==> src/rtl/trapezoid_bank_if.sv <==
// Handshake bundle for trapezoid_bank: parameter write port, sample input and mu result stream.
// The master side drives configuration and samples; the slave side is the bank itself.
interface trapezoid_bank_if #(
    parameter int N_MF = 4,
    parameter int XW   = 8,
    parameter int MUW  = 16
);
    localparam int IW = (N_MF > 1) ? $clog2(N_MF) : 1;

    logic                 cfg_we;
    logic                 cfg_ready;
    logic [IW-1:0]        cfg_idx;
    logic signed [XW-1:0] cfg_a;
    logic signed [XW-1:0] cfg_b;
    logic signed [XW-1:0] cfg_c;
    logic signed [XW-1:0] cfg_d;

    logic                 in_valid;
    logic                 in_ready;
    logic signed [XW-1:0] in_x;

    logic                 out_valid;
    logic                 out_ready;
    logic [IW-1:0]        out_idx;
    logic [MUW-1:0]       out_mu;
    logic                 out_last;

    modport master (
        output cfg_we, cfg_idx, cfg_a, cfg_b, cfg_c, cfg_d,
        output in_valid, in_x, out_ready,
        input  cfg_ready, in_ready, out_valid, out_idx, out_mu, out_last
    );

    modport slave (
        input  cfg_we, cfg_idx, cfg_a, cfg_b, cfg_c, cfg_d,
        input  in_valid, in_x, out_ready,
        output cfg_ready, in_ready, out_valid, out_idx, out_mu, out_last
    );
endinterface

==> src/rtl/trapezoid_bank.sv <==
// Sequential bank of trapezoid membership functions sharing one restoring divider.
// Each MF is classified, optionally divided one quotient bit per cycle, then streamed out in index order.
module trapezoid_bank #(
    parameter int N_MF = 4,
    parameter int XW   = 8,
    parameter int MUW  = 16
) (
    input  logic            clk,
    input  logic            rst,
    trapezoid_bank_if.slave bus
);
    localparam int IW = (N_MF > 1) ? $clog2(N_MF) : 1;
    localparam int QW = MUW - 1;
    localparam int CW = (QW > 1) ? $clog2(QW) : 1;
    localparam logic [MUW-1:0] MU_FULL  = {1'b0, {QW{1'b1}}};
    localparam logic [IW-1:0]  LAST_IDX = IW'(N_MF - 1);

    typedef enum logic [1:0] {IDLE, CLASS, DIV, OUT} state_t;

    state_t               state_reg;
    logic signed [XW-1:0] x_reg;
    logic [IW-1:0]        idx_reg;
    logic [XW+1:0]        rem_reg;
    logic [XW:0]          den_reg;
    logic [QW-1:0]        quo_reg;
    logic [CW-1:0]        iter_reg;
    logic                 sat_reg;
    logic                 in_ready_reg;
    logic                 cfg_ready_reg;
    logic                 out_valid_reg;
    logic [IW-1:0]        out_idx_reg;
    logic [MUW-1:0]       out_mu_reg;
    logic                 out_last_reg;

    logic signed [XW-1:0] a_arr [N_MF];
    logic signed [XW-1:0] b_arr [N_MF];
    logic signed [XW-1:0] c_arr [N_MF];
    logic signed [XW-1:0] d_arr [N_MF];

    logic cfg_accept;
    assign cfg_accept = bus.cfg_we & cfg_ready_reg;

    // Parameters live in plain registers so reset can clear every MF in one edge.
    generate
        for (genvar gi = 0; gi < N_MF; gi++) begin : g_param
            logic signed [XW-1:0] a_reg, b_reg, c_reg, d_reg;

            always_ff @(posedge clk) begin
                if (rst) begin
                    a_reg <= '0;
                    b_reg <= '0;
                    c_reg <= '0;
                    d_reg <= '0;
                end else if (cfg_accept && bus.cfg_idx == IW'(gi)) begin
                    a_reg <= bus.cfg_a;
                    b_reg <= bus.cfg_b;
                    c_reg <= bus.cfg_c;
                    d_reg <= bus.cfg_d;
                end
            end

            assign a_arr[gi] = a_reg;
            assign b_arr[gi] = b_reg;
            assign c_arr[gi] = c_reg;
            assign d_arr[gi] = d_reg;
        end
    endgenerate

    logic signed [XW-1:0] a_rd, b_rd, c_rd, d_rd;
    assign a_rd = a_arr[idx_reg];
    assign b_rd = b_arr[idx_reg];
    assign c_rd = c_arr[idx_reg];
    assign d_rd = d_arr[idx_reg];

    logic in_outside, in_plateau, on_left;
    assign in_outside = (x_reg <= a_rd) || (x_reg >= d_rd);
    assign in_plateau = (b_rd <= x_reg) && (x_reg <= c_rd);
    assign on_left    = (x_reg < b_rd);

    // One extra bit keeps the full span of two signed XW-bit values positive.
    logic [XW:0] x_ext, a_ext, b_ext, c_ext, d_ext;
    logic [XW:0] num_sel, den_sel;
    assign x_ext   = {x_reg[XW-1], x_reg};
    assign a_ext   = {a_rd[XW-1], a_rd};
    assign b_ext   = {b_rd[XW-1], b_rd};
    assign c_ext   = {c_rd[XW-1], c_rd};
    assign d_ext   = {d_rd[XW-1], d_rd};
    assign num_sel = on_left ? (x_ext - a_ext) : (d_ext - x_ext);
    assign den_sel = on_left ? (b_ext - a_ext) : (d_ext - c_ext);

    logic [XW+1:0] rem_shift, rem_next, den_wide;
    logic          q_bit;
    logic [QW-1:0] quo_next;
    assign rem_shift = {rem_reg[XW:0], 1'b0};
    assign den_wide  = {1'b0, den_reg};
    assign q_bit     = (rem_shift >= den_wide);
    assign rem_next  = q_bit ? (rem_shift - den_wide) : rem_shift;
    assign quo_next  = QW'({quo_reg, q_bit});

    always_ff @(posedge clk) begin
        if (rst) begin
            state_reg     <= IDLE;
            x_reg         <= '0;
            idx_reg       <= '0;
            rem_reg       <= '0;
            den_reg       <= '0;
            quo_reg       <= '0;
            iter_reg      <= '0;
            sat_reg       <= 1'b0;
            in_ready_reg  <= 1'b1;
            cfg_ready_reg <= 1'b1;
            out_valid_reg <= 1'b0;
            out_idx_reg   <= '0;
            out_mu_reg    <= '0;
            out_last_reg  <= 1'b0;
        end else begin
            case (state_reg)
                IDLE: begin
                    if (bus.in_valid) begin
                        x_reg         <= bus.in_x;
                        idx_reg       <= '0;
                        in_ready_reg  <= 1'b0;
                        cfg_ready_reg <= 1'b0;
                        state_reg     <= CLASS;
                    end
                end
                CLASS: begin
                    if (in_outside || in_plateau) begin
                        out_mu_reg    <= in_outside ? '0 : MU_FULL;
                        out_idx_reg   <= idx_reg;
                        out_last_reg  <= (idx_reg == LAST_IDX);
                        out_valid_reg <= 1'b1;
                        state_reg     <= OUT;
                    end else begin
                        rem_reg   <= {1'b0, num_sel};
                        den_reg   <= (den_sel == '0) ? (XW+1)'(1) : den_sel;
                        sat_reg   <= (den_sel == '0);
                        quo_reg   <= '0;
                        iter_reg  <= '0;
                        state_reg <= DIV;
                    end
                end
                DIV: begin
                    rem_reg  <= rem_next;
                    quo_reg  <= quo_next;
                    iter_reg <= iter_reg + CW'(1);
                    if (iter_reg == CW'(QW - 1)) begin
                        out_mu_reg    <= sat_reg ? MU_FULL : {1'b0, quo_next};
                        out_idx_reg   <= idx_reg;
                        out_last_reg  <= (idx_reg == LAST_IDX);
                        out_valid_reg <= 1'b1;
                        state_reg     <= OUT;
                    end
                end
                OUT: begin
                    if (bus.out_ready) begin
                        out_valid_reg <= 1'b0;
                        if (idx_reg == LAST_IDX) begin
                            in_ready_reg  <= 1'b1;
                            cfg_ready_reg <= 1'b1;
                            state_reg     <= IDLE;
                        end else begin
                            idx_reg   <= idx_reg + IW'(1);
                            state_reg <= CLASS;
                        end
                    end
                end
                default: state_reg <= IDLE;
            endcase
        end
    end

    assign bus.in_ready  = in_ready_reg;
    assign bus.cfg_ready = cfg_ready_reg;
    assign bus.out_valid = out_valid_reg;
    assign bus.out_idx   = out_idx_reg;
    assign bus.out_mu    = out_mu_reg;
    assign bus.out_last  = out_last_reg;
endmodule

==> src/flat_wrapper.sv <==
// flat-port wrapper written by rule: the top's interface ports become plain ports
module trapezoid_bank_flat 
#(
    parameter int N_MF = 4,
    parameter int XW   = 8,
    parameter int MUW  = 16
)
  (clk, rst, bus_cfg_we, bus_cfg_idx, bus_cfg_a, bus_cfg_b, bus_cfg_c, bus_cfg_d, bus_in_valid, bus_in_x, bus_out_ready, bus_cfg_ready, bus_in_ready, bus_out_valid, bus_out_idx, bus_out_mu, bus_out_last);
  trapezoid_bank_if #(.N_MF(N_MF), .XW(XW), .MUW(MUW)) bus_i ();
  input  logic clk;
  input  logic rst;
  input wire logic [$bits(bus_i.cfg_we)-1:0] bus_cfg_we;
  input wire logic [$bits(bus_i.cfg_idx)-1:0] bus_cfg_idx;
  input wire logic [$bits(bus_i.cfg_a)-1:0] bus_cfg_a;
  input wire logic [$bits(bus_i.cfg_b)-1:0] bus_cfg_b;
  input wire logic [$bits(bus_i.cfg_c)-1:0] bus_cfg_c;
  input wire logic [$bits(bus_i.cfg_d)-1:0] bus_cfg_d;
  input wire logic [$bits(bus_i.in_valid)-1:0] bus_in_valid;
  input wire logic [$bits(bus_i.in_x)-1:0] bus_in_x;
  input wire logic [$bits(bus_i.out_ready)-1:0] bus_out_ready;
  output wire logic [$bits(bus_i.cfg_ready)-1:0] bus_cfg_ready;
  output wire logic [$bits(bus_i.in_ready)-1:0] bus_in_ready;
  output wire logic [$bits(bus_i.out_valid)-1:0] bus_out_valid;
  output wire logic [$bits(bus_i.out_idx)-1:0] bus_out_idx;
  output wire logic [$bits(bus_i.out_mu)-1:0] bus_out_mu;
  output wire logic [$bits(bus_i.out_last)-1:0] bus_out_last;
  assign bus_i.cfg_we = bus_cfg_we;
  assign bus_i.cfg_idx = bus_cfg_idx;
  assign bus_i.cfg_a = bus_cfg_a;
  assign bus_i.cfg_b = bus_cfg_b;
  assign bus_i.cfg_c = bus_cfg_c;
  assign bus_i.cfg_d = bus_cfg_d;
  assign bus_i.in_valid = bus_in_valid;
  assign bus_i.in_x = bus_in_x;
  assign bus_i.out_ready = bus_out_ready;
  assign bus_cfg_ready = bus_i.cfg_ready;
  assign bus_in_ready = bus_i.in_ready;
  assign bus_out_valid = bus_i.out_valid;
  assign bus_out_idx = bus_i.out_idx;
  assign bus_out_mu = bus_i.out_mu;
  assign bus_out_last = bus_i.out_last;
  trapezoid_bank #(.N_MF(N_MF), .XW(XW), .MUW(MUW)) u_core (.clk(clk), .rst(rst), .bus(bus_i));
endmodule
==> config.mk <==
export PLATFORM = sky130hd
export DESIGN_NAME = trapezoid_bank_flat
export DESIGN_NICKNAME = d
export VERILOG_FILES = /design/src/rtl/trapezoid_bank_if.sv /design/src/rtl/trapezoid_bank.sv /design/src/flat_wrapper.sv
export SDC_FILE = /design/constraint.sdc
export NUM_CORES = 1
export LEC_CHECK = 0
export ABC_AREA = 1
export CORE_MARGIN = 2
export CORE_UTILIZATION = 30
export CTS_CLUSTER_DIAMETER = 80
export DETAILED_ROUTE_END_ITERATION = 10
export GPL_TIMING_DRIVEN = 1
export PLACE_DENSITY = 0.5
export RECOVER_POWER = 50
export SLEW_MARGIN = 20
export SYNTH_ARGS = -nofsm -noshare
export SYNTH_HDL_FRONTEND = slang
export SYNTH_SLANG_ARGS = --single-unit
==> constraint.sdc <==
create_clock -name clk -period 4.2 [get_ports clk]
set_clock_uncertainty 0.05 [all_clocks]
set_input_delay 0.42 -clock clk [delete_from_list [all_inputs] [get_ports clk]]
set_output_delay 0.42 -clock clk [all_outputs]
set_load 0.01 [all_outputs]
==> metrics.yaml, run 1 <==
min_path:
  hold_start: "u_core.quo_reg[13]"
  hp-class: "flip-flop to flip-flop"
  hold_end: "u_core.quo_reg[13]"
  min_path_cells: 2
cts:
  h-tree-depth: 4
  post_cts_buffers: 0
  cts_root_buf: "clkbuf_16"
  cts_num_sinks: 197
  clk_latency_ns: 0.45
  cts_hold_buf: 0
  post_cts_resized: 0
  cts_made_buffers: 17
  cts_tree: "yes"
  cts_buffer_depth: 2
  clk_pin_slew_worst_paths_ns: 0.08
synth:
  synth_area_leaders: "dfxtp_1 36%, nor2_1 11%, o21ai_0 10%, nand2_1 8.3%, ha_1 7.4%"
  syn-num-nets: 1669
  synth_edf_count: 0
  netlist_area_um2: 10800
  synth_seq_area_share_pct: 36.4
  synth-seq-cells: 197
  ys.flop_type: "dfxtp_1"
  ys_async_sr_fraction_pct: 0
  synth_top_cell_area_share_pct: 36.4
  synth_area_per_cell_um2: 6.97
  yosysMostFrequentCell: "nor2_1"
  syn_inst: 1553
  synth_cell_types: 46
  synth_top_area_cell: "dfxtp_1"
  yosysWarnings: 0
  synthTopCellsByCount: "328 x nor2_1, 239 x nand2_1, 216 x o21ai_0, 197 x dfxtp_1, 102 x a21oi_1"
worst_setup_path:
  crit_fanout: 26
  timing.rr.end: "u_core.iter_reg[2]"
  startpoint: "u_core.idx_reg[0]"
  arrival_ns: 3.87
  cp_top_family: "simple AND/OR/NAND/NOR gates"
  cp_cell_sequence: "inv_2 -> buf_4 -> o21ai_0 -> o22ai_1 -> ha_1 -> inv_1 -> o21bai_1 -> a21oi_1 -> nand3_1 -> nor2_1 -> nor2_4 -> nand3_4 -> nand2_4 -> inv_4 -> nand2_1 -> a21oi_1"
  cp-end-kind: "flip-flop"
  rrSetupSlack_ns: 0.66
  slowest_delay_ns: 0.35
  crit_path_top_delay_cell: "dfxtp_2"
  crit_required_ns: 4.53
  worstRegToRegCells: 16
  crit_buf_inv: 4
  startpoint_type: "flip-flop"
  cpMostUsedCell: "a21oi_1"
  critPathKind: "flip-flop to flip-flop"
  r2r-start: "u_core.idx_reg[0]"
grt:
  track_usage_pct: 18.3
  grt_max_degree: 45
  grt_use_met3_pct: 2.28
  grt_util_met1_pct: 25.2
  grt_pass1_wl_mm: 55.2
  antenna_found_initial: 0
  grtUsageMet2_pct: 30.3
  grt_overflow: 0
  first_global_vias: 9899
  grt.busiest_layer: "met2"
die:
  dieArea_um2: 37600
  core-area_um2: 35600
  io_pins: 69
  start_util_pct: 30.4
  num_rows: 69
  fp.dieW_um: 194
  dieHeight_um: 194
routing:
  vias_per_cell: 5.05
  drt-initial-drc-count: 670
  avgRoutedWirePerCell_um: 16.7
  drt_wl_total_mm: 34.2
  drc: 0
  postRouteAntennaNets: 0
  drt_pass1_iterations: 6
  routed-via-count: 10361
final_layout:
  diodes: 0
  area_growth_pct: 15.0
  stdcell_count: 2050
  num-nets-final: 1693
  drive_above_1_share_pct: 5.79
placed_design:
  dpl.cell_count: 2019
  io_buffers: 67
  hpwl_mm: 23.8
  gp_congestion: 0.911
sta:
  timing.fmax_ghz: 0.282
  finalHoldViolCount: 0
  hold_ws_ns: 0.412
  final-setup-viol-count: 0
  min_period_ns: 3.54
  slew_viol_final: 132
  slew_headroom_pct: -36.4
  fin_crit_sh_pct: 84.3
  finalSetupTns_ns: 0
  worst_slew_pin_slew_ns: 2.05
  rsz0062_at_grt: "false"
pwr:
  p_leak_nw: 5.41
  seqPwrFrac_pct: 23.4
  netSwitchingPower_mw: 4.70
  powerDensity_nw_per_um2: 773
  fin_total_pwr_mw: 9.62
  p_comb_share_pct: 59.5
  worst_ir_drop_vdd_uv: 376
  p_sw_share_pct: 48.8
  clockPowerShare_pct: 17.0
  internal-power_mw: 4.92
run_status:
  failed_checks: "capacitance limit, slew limit"
  status: "finished with violations"
flow_run:
  cap_violations: 4
==> power by group through the flow <==
stage                     Combinational [mW]  Clock, mW  Sequential, mW
after floorplan                         4.32          0            2.25
after global routing                    6.51       1.74            2.28
final                                   5.73       1.64            2.25
after global placement                  5.73          0            2.30
after detailed placement                5.72          0            2.30
after CTS                               5.75       1.66            2.26
==> worst max-delay path by stage <==
| stage | cells past startpoint | end | slack, ns |
|---|---|---|---|
| finish | 16 | u_core.iter_reg[2] | 0.66 |
| global route | 16 | u_core.quo_reg[11] | 0.37 |
| CTS | 16 | u_core.quo_reg[2] | 0.65 |
| detailed placement | 16 | u_core.quo_reg[2] | 0.68 |
| global placement | 16 | u_core.iter_reg[0] | 0.73 |
| floorplan | 13 | u_core.rem_reg[6] | 1.24 |
==> per-layer routing <==
| layer | up-vias | wire length [µm] |
|---|---|---|
| met5 | - | 0 |
| met4 | 0 | 460 |
| met3 | 34 | 1330 |
| met2 | 244 | 16000 |
| met1 | 4876 | 16500 |
| li1 | 5207 | - |
==> final cells by class <==
cell class                      count  area (µm²)
Timing Repair Buffer               95         882
Clock buffer                       22         474
Clock inverter                      9        91.3
Multi-Input combinational cell   1174        6130
Inverter                           92         349
Sequential cell                   197        3950
Tap cell                          461         577
Fill cell                        3875       23100
==> kinds of logic (layout without fill, tap and decap cells) <==
group | Yosys count | after routing | share of synthesized area, %
simple gates | 691 | 691 | 26.5
xor+xnor | 25 | 25 | 2.02
compound gates | 388 | 388 | 19.8
other cells | 1 | 1 | 0.0346
flops | 197 | 197 | 36.4
fa+ha+maj | 69 | 69 | 8.32
buf+inv | 182 | 218 | 6.91
==> per-stage QoR <==
step / setup slack (ns) / util, % / area [µm²]
floorplan: 1.24 / - / 10800
global placement: 0.732 / 33.5 / 11900
detailed placement: 0.681 / 33.5 / 11900
CTS: 0.652 / 35.1 / 12500
global route: 0.373 / 35.0 / 12500
finish: 0.659 / 35.0 / 12500
==> worst reg2reg max path: cells and delay by family (launching register included) <==
kind | cells | cell delay (ns)
AO/OA/AOI/OAI | 5 | 0.85
adder cells (fa/ha/maj) | 1 | 0.33
buffers and inverters | 4 | 0.92
flip-flops | 1 | 0.35
AND/OR/NAND/NOR | 6 | 0.99
==> cell usage in the layout (no fill, tap or decap), types with 4 or more instances in the layout <==
cell / count
o21bai_1: 4
fa_1: 5
ha_1: 64
xnor2_1: 11
nand2_2: 13
buf_4: 21
xor2_1: 14
nor2_1: 328
dfxtp_1: 196
clkbuf_16: 17
dlygate4sd3_1: 22
nor3_1: 10
clkbuf_1: 7
o22ai_1: 15
nand4_1: 26
o21ai_0: 216
clkdlybuf4s50_1: 44
nand3_1: 61
a32o_1: 15
inv_1: 86
a21oi_2: 10
nand2_1: 239
a31oi_1: 5
a21o_1: 5
a21oi_1: 102
No activity file was read; power rests on OpenSTA's default activity.
==> run 2, diff against run 1 <==
- PLACE_DENSITY: 0.5 -> 0.52
- clock period: 4.2 -> 2.9 ns (I/O delays scaled with it)
==> run 2 against run 1 <==
The run ends with capacitance limit, slew limit, setup timing left; worst setup slack worse by 0.71 ns; via count grew 4.5%; non-clock buffer count increased by 111; register-to-register slack lost 0.71 ns; hold slack lost 0.019 ns; first-iteration DRC count rose by 6.4%.
==> metrics.yaml, run 2 (synthesized netlist as in run 1, its figures left out) <==
grt:
  grt_max_degree: 62  # +38%
  antenna_found_initial: 0  # unchanged
  first_global_vias: 10408  # +5.1%
  grt_pass1_wl_mm: 56.8  # +3.0%
  grt_overflow: 0  # unchanged
  track_usage_pct: 18.9  # +0.62 points
run_status:
  status: "finished with violations"
  failed_checks: "capacitance limit, slew limit, setup timing"
pwr:
  p_comb_share_pct: 66.5  # +7.0 points
  clockPowerShare_pct: 14.4  # -2.6 points
  p_leak_nw: 6.17  # +14%
  netSwitchingPower_mw: 7.82  # +66%
  seqPwrFrac_pct: 19.0  # -4.4 points
  fin_total_pwr_mw: 17.2  # +79%
  worst_ir_drop_vdd_uv: 581  # +55%
  internal-power_mw: 9.41  # +91%
  p_sw_share_pct: 45.4  # -3.5 points
  powerDensity_nw_per_um2: 1220  # +58%
worst_setup_path:
  arrival_ns: 3.28  # -0.59 ns
  slowest_delay_ns: 0.40  # +0.05 ns
  crit_fanout: 20  # -23%
  cp_cell_sequence: "inv_4 -> buf_12 -> buf_4 -> nor2_1 -> o22ai_2 -> ha_1 -> nand2_2 -> nor2_1 -> nor2_2 -> nand2_2 -> nand2_4 -> nand3_4 -> buf_12 -> buf_16 -> o21ai_4 -> nand2_1 -> nor2_1 -> nand3_1 -> a21oi_1"
  crit_path_top_delay_cell: "dfxtp_4"
  cp-end-kind: "flip-flop"
  crit_required_ns: 3.23  # -1.30 ns
  startpoint_type: "flip-flop"
  cpMostUsedCell: "nor2_1"
  critPathKind: "flip-flop to flip-flop"
placed_design:
  hpwl_mm: 23.6  # -1.0%
  dpl.cell_count: 2115  # +4.8%
  gp_congestion: 0.875  # -3.9%
  io_buffers: 67  # unchanged
  post_dp_cell_area_um2: 12700  # +6.9%
  dp_slack_ns: -0.189  # -0.870 ns
die:
  start_util_pct: 30.4  # unchanged
  core-area_um2: 35600  # unchanged
  io_pins: 69  # unchanged
  dieArea_um2: 37600  # unchanged
  dieHeight_um: 194  # unchanged
  num_rows: 69  # unchanged
  fp.dieW_um: 194  # unchanged
sta:
  rsz0062_at_grt: "true"
  finalHoldViolCount: 0  # unchanged
  timing.fmax_ghz: 0.339  # +20%
  min_period_ns: 2.95  # -0.592 ns
  fin_crit_sh_pct: 102  # +17 points
  slew_headroom_pct: -6.86  # +30 points
  hold_ws_ns: 0.393  # -0.0189 ns
  worst_slew_pin_slew_ns: 1.60  # -0.444 ns
  slew_viol_final: 33  # -75%
  setup_slack_ns: -0.0488  # -0.708 ns
  finalSetupTns_ns: -0.0872  # -0.0872 ns
  final-setup-viol-count: 4  # +4
routing:
  drt-initial-drc-count: 713  # +6.4%
  drt_pass1_iterations: 7  # +1
  drc: 0  # unchanged
  vias_per_cell: 5.00  # -1.0%
  routed-via-count: 10824  # +4.5%
  postRouteAntennaNets: 0  # unchanged
  avgRoutedWirePerCell_um: 16.6  # -0.83%
  drt_wl_total_mm: 35.9  # +4.7%
final_layout:
  design_area_um2: 14100  # +13%
  stdcell_count: 2164  # +5.6%
  drive_above_1_share_pct: 18.0  # +12 points
  final_util_pct: 39.7  # +4.7 points
  final_cell_mix: "321 x nor2_1, 232 x nand2_1, 195 x dfxtp_1"
  num-nets-final: 1806  # +6.7%
  final_common_cell: "nor2_1"
  diodes: 0  # unchanged
  area_growth_pct: 30.4
cts:
  cts_hold_buf: 0  # unchanged
  cts_num_sinks: 197  # unchanged
  cts_buffer_depth: 2  # unchanged
  cts_made_buffers: 17  # unchanged
  cts_root_buf: "clkbuf_16"
  clk_latency_ns: 0.44  # about the same
  h-tree-depth: 4  # unchanged
  clk_pin_slew_worst_paths_ns: 0.07  # about the same
  cts_tree: "yes"
min_path:
  hp-class: "primary input to flip-flop"
flow_run:
  cap_violations: 1  # -3
## run 2: path summary, 6_finish.rpt
| check | startpoint | slack [ns] | endpoint | cells after the start |
|---|---|---|---|---|
| worst max-delay path | u_core.idx_reg[0] | -0.05 | u_core.sat_reg | 19 |
| worst min register to register | u_core.bus.out_mu[14] | 0.41 | u_core.bus.out_mu[14] | 2 |
| worst max register to register | u_core.idx_reg[0] | -0.05 | u_core.sat_reg | 19 |
| worst min-delay path | rst | 0.39 | u_core.bus.out_idx[1] | 3 |
## run 2: power groups by stage
stage	sequential [mW]	combinational [mW]	clock, mW
6_report	3.28	11.5	2.49
2_1_floorplan	3.26	6.26	0
4_1_cts	3.27	10.8	2.54
5_1_grt	3.32	12.6	2.65
3_3_place_gp	3.31	9.69	0
3_5_place_dp	3.32	9.73	0
## run 2: worst max-delay path, delay by kind of cell (launching register included)
kind	cells	cell delay, ns
AOI/OAI and AO/OA	3	0.37
adders and majority gates	1	0.31
buffers and inverters	5	0.67
DFF	1	0.40
and+or+nand+nor	10	1.07
## run 2: cell type report
cell class	count	area [µm²]
Fill cell	3735	21400
Multi-Input combinational cell	1176	6650
Sequential cell	197	3950
Timing Repair Buffer	206	1980
Tap cell	461	577
Clock buffer	18	439
Inverter	92	365
Clock inverter	14	165
## run 2: what timing repair did
item | in CTS | in global routing
buffers inserted | 11 | 3
pin swaps | 23 | 15
cloned | 5 | 1
resized for setup | 73 | 71
setup endpoints to repair | 57 | 57
## run 2: layer usage
metal  up-vias  GRT usage, %  part of all wire (%)
met5         -             0                     0
met4         0          5.33                   1.8
met3        33          2.68                   4.0
met2       257          31.9                    48
met1      5069          25.1                    46
li1       5465             -                     -
==> run 3, diff against run 2 <==
- CORE_UTILIZATION: 30 -> 25
- PLACE_DENSITY: 0.52 -> 0.46
==> run 3 against run 2 <==
The run ends with setup timing left; first-iteration DRC count fell by 0.56%; count of clock-buffer cells in the layout did not move; critical endpoint is now u_core.bus.out_mu[10]; clock power barely moved.
==> metrics.yaml, run 3 (synthesized netlist as in run 1, its figures left out) <==
run_status:
  status: "finished with violations"
  failed_checks: "setup timing"
sta:
  timing.fmax_ghz: 0.336  # -0.79%
  rsz0062_at_grt: "true"
  slew_headroom_pct: 43.8  # +51 points
  finalHoldViolCount: 0  # unchanged
  setup_slack_ns: -0.0722  # -0.0234 ns
  slew_viol_final: 0  # -100%
  finalSetupTns_ns: -0.728  # -0.641 ns
  final-setup-viol-count: 24  # +20
  worst_slew_pin_slew_ns: 0.843  # -0.759 ns
  fin_crit_sh_pct: 102  # +0.81 points
  min_period_ns: 2.97  # +0.0234 ns
cts:
  cts_num_sinks: 197  # unchanged
  clk_latency_ns: 0.47  # +0.03 ns
  cts_made_buffers: 17  # unchanged
  cts_hold_buf: 0  # unchanged
  cts_root_buf: "clkbuf_16"
  cts_buffer_depth: 2  # unchanged
  cts_tree: "yes"
  clk_pin_slew_worst_paths_ns: 0.08  # about the same
  h-tree-depth: 4  # unchanged
routing:
  drt-initial-drc-count: 709  # -0.56%
  drt_pass1_iterations: 5  # -2
  vias_per_cell: 4.70  # -6.0%
  routed-via-count: 10744  # -0.74%
  avgRoutedWirePerCell_um: 16.4  # -0.92%
  drc: 0  # unchanged
  drt_wl_total_mm: 37.5  # +4.6%
  postRouteAntennaNets: 0  # unchanged
grt:
  grt_max_degree: 45  # -27%
  grt_overflow: 0  # unchanged
  grt_pass1_wl_mm: 57.2  # +0.64%
  first_global_vias: 10346  # -0.60%
  track_usage_pct: 16.5  # -2.4 points
  antenna_found_initial: 1  # +1
die:
  start_util_pct: 25.2  # -5.2 points
  fp.dieW_um: 212  # +9.3%
  dieHeight_um: 212  # +9.3%
  dieArea_um2: 45000  # +20%
  io_pins: 69  # unchanged
  num_rows: 76  # +10%
  core-area_um2: 42900  # +21%
worst_setup_path:
  worstRegToRegCells: 17  # -2
  r2r-start: "u_core.idx_reg[1]"
  arrival_ns: 3.31  # +0.03 ns
  timing.rr.end: "u_core.bus.out_mu[10]"
  crit_required_ns: 3.24  # about the same
  rrSetupSlack_ns: -0.07  # -0.02 ns
  startpoint_type: "flip-flop"
  critPathKind: "flip-flop to flip-flop"
  crit_fanout: 7  # -65%
  cp-end-kind: "flip-flop"
pwr:
  p_leak_nw: 6.16  # -0.11%
  worst_ir_drop_vdd_uv: 625  # +7.5%
  powerDensity_nw_per_um2: 1190  # -2.8%
final_layout:
  final_util_pct: 33.5  # -6.2 points
  final_common_cell: "nor2_1"
  final_cell_mix: "316 x nor2_1, 236 x nand2_1, 195 x dfxtp_1"
  num-nets-final: 1801  # -0.28%
  drive_above_1_share_pct: 18.0  # -0.065 points
  area_growth_pct: 32.6
min_path:
  hold_start: "rst"
  hold_end: "u_core.bus.out_last"
  hp-class: "primary input to flip-flop"
  min_path_cells: 3  # unchanged
placed_design:
  hpwl_mm: 24.8  # +5.4%
  gp_congestion: 0.854  # -2.4%
  io_buffers: 67  # unchanged
flow_run:
  cap_violations: 0  # -1
-- run 3: cell types whose count changed in the layout (fill, tap and decap cells not counted), moves of 4 or more --
cell	before	now
buf_4	112	102
clkdlybuf4s50_1	51	59
dlygate4sd3_1	15	7
clkbuf_16	17	24
nor2_1	321	316
inv_2	6	2
nand2_1	232	236
-- run 3: where the power goes --
part | switching (mW) | leakage (nW) | internal, mW
registers | 0.266 | 1.61 | 3.03
clock network | 1.18 | 0.299 | 1.32
logic | 6.39 | 4.26 | 4.84
total | 7.84 | 6.16 | 9.19
-- run 3: worst max-delay path: stages (launching register included) --
cell and delay, ns:
dfxtp_4 0.39, inv_8 0.06, buf_12 0.15, buf_12 0.15, buf_4 0.13, a32o_2 0.27
ha_2 0.21, buf_4 0.14, o21ai_4 0.18, nand3_2 0.11, nand3_2 0.09, nor2_2 0.05
nor2_4 0.17, nand3_4 0.20, nand3_4 0.20, clkbuf_16 0.18, nand2_2 0.05, a21oi_2 0.13
-- run 3: per-stage QoR --
stage	hold slack (ns)	cells	setup WS, ns	cell area, µm²	power [mW]
finish	0.381	2284	-0.0722	14400	17.0
global route	0.391	2283	-0.211	14400	18.4
floorplan	0.375	1553	0.0187	10800	9.52
global placement	0.398	2225	-0.208	12700	12.9
CTS	0.350	2261	-0.00307	13600	15.9
detailed placement	0.404	2225	-0.283	12700	13.0
-- run 3: worst max-delay path by stage --
stage / start / endpoint
finish: u_core.idx_reg[1] / u_core.bus.out_mu[10]
global route: u_core.idx_reg[1] / u_core.bus.out_mu[1]
CTS: u_core.idx_reg[0] / u_core.sat_reg
detailed placement: u_core.idx_reg[0] / u_core.rem_reg[6]
global placement: u_core.idx_reg[0] / u_core.rem_reg[6]
floorplan: u_core.idx_reg[0] / u_core.rem_reg[6]
-- run 3: per-layer routing --
| layer | share of wire [%] | wire length, µm | track usage, % | vias to the layer above |
|---|---|---|---|---|
| met2 | 48 | 18000 | 27.9 | 167 |
| li1 | - | - | - | 5444 |
| met4 | 2.6 | 973 | 6.61 | 0 |
| met5 | 0 | 0 | 0 | - |
| met3 | 3.1 | 1170 | 2.95 | 43 |
| met1 | 46 | 17400 | 20.6 | 5090 |
-- run 3: layout make-up --
cell class	count	area, µm²
Multi-Input combinational cell	1174	6670
Antenna cell	1	2.50
Fill cell	4553	28500
Timing Repair Buffer	203	2010
Sequential cell	197	3950
Tap cell	585	732
Inverter	92	384
Clock inverter	14	164
Clock buffer	18	439
-- run 3: timing repair --
item | 4_1_cts | 5_1_grt
setup endpoints to repair | 57 | 57
pin swaps | 8 | 38
buffers inserted | 2 | 14
hold endpoints to repair | 0 | 0
gates cloned | 2 | 8
resized for setup | 47 | 126
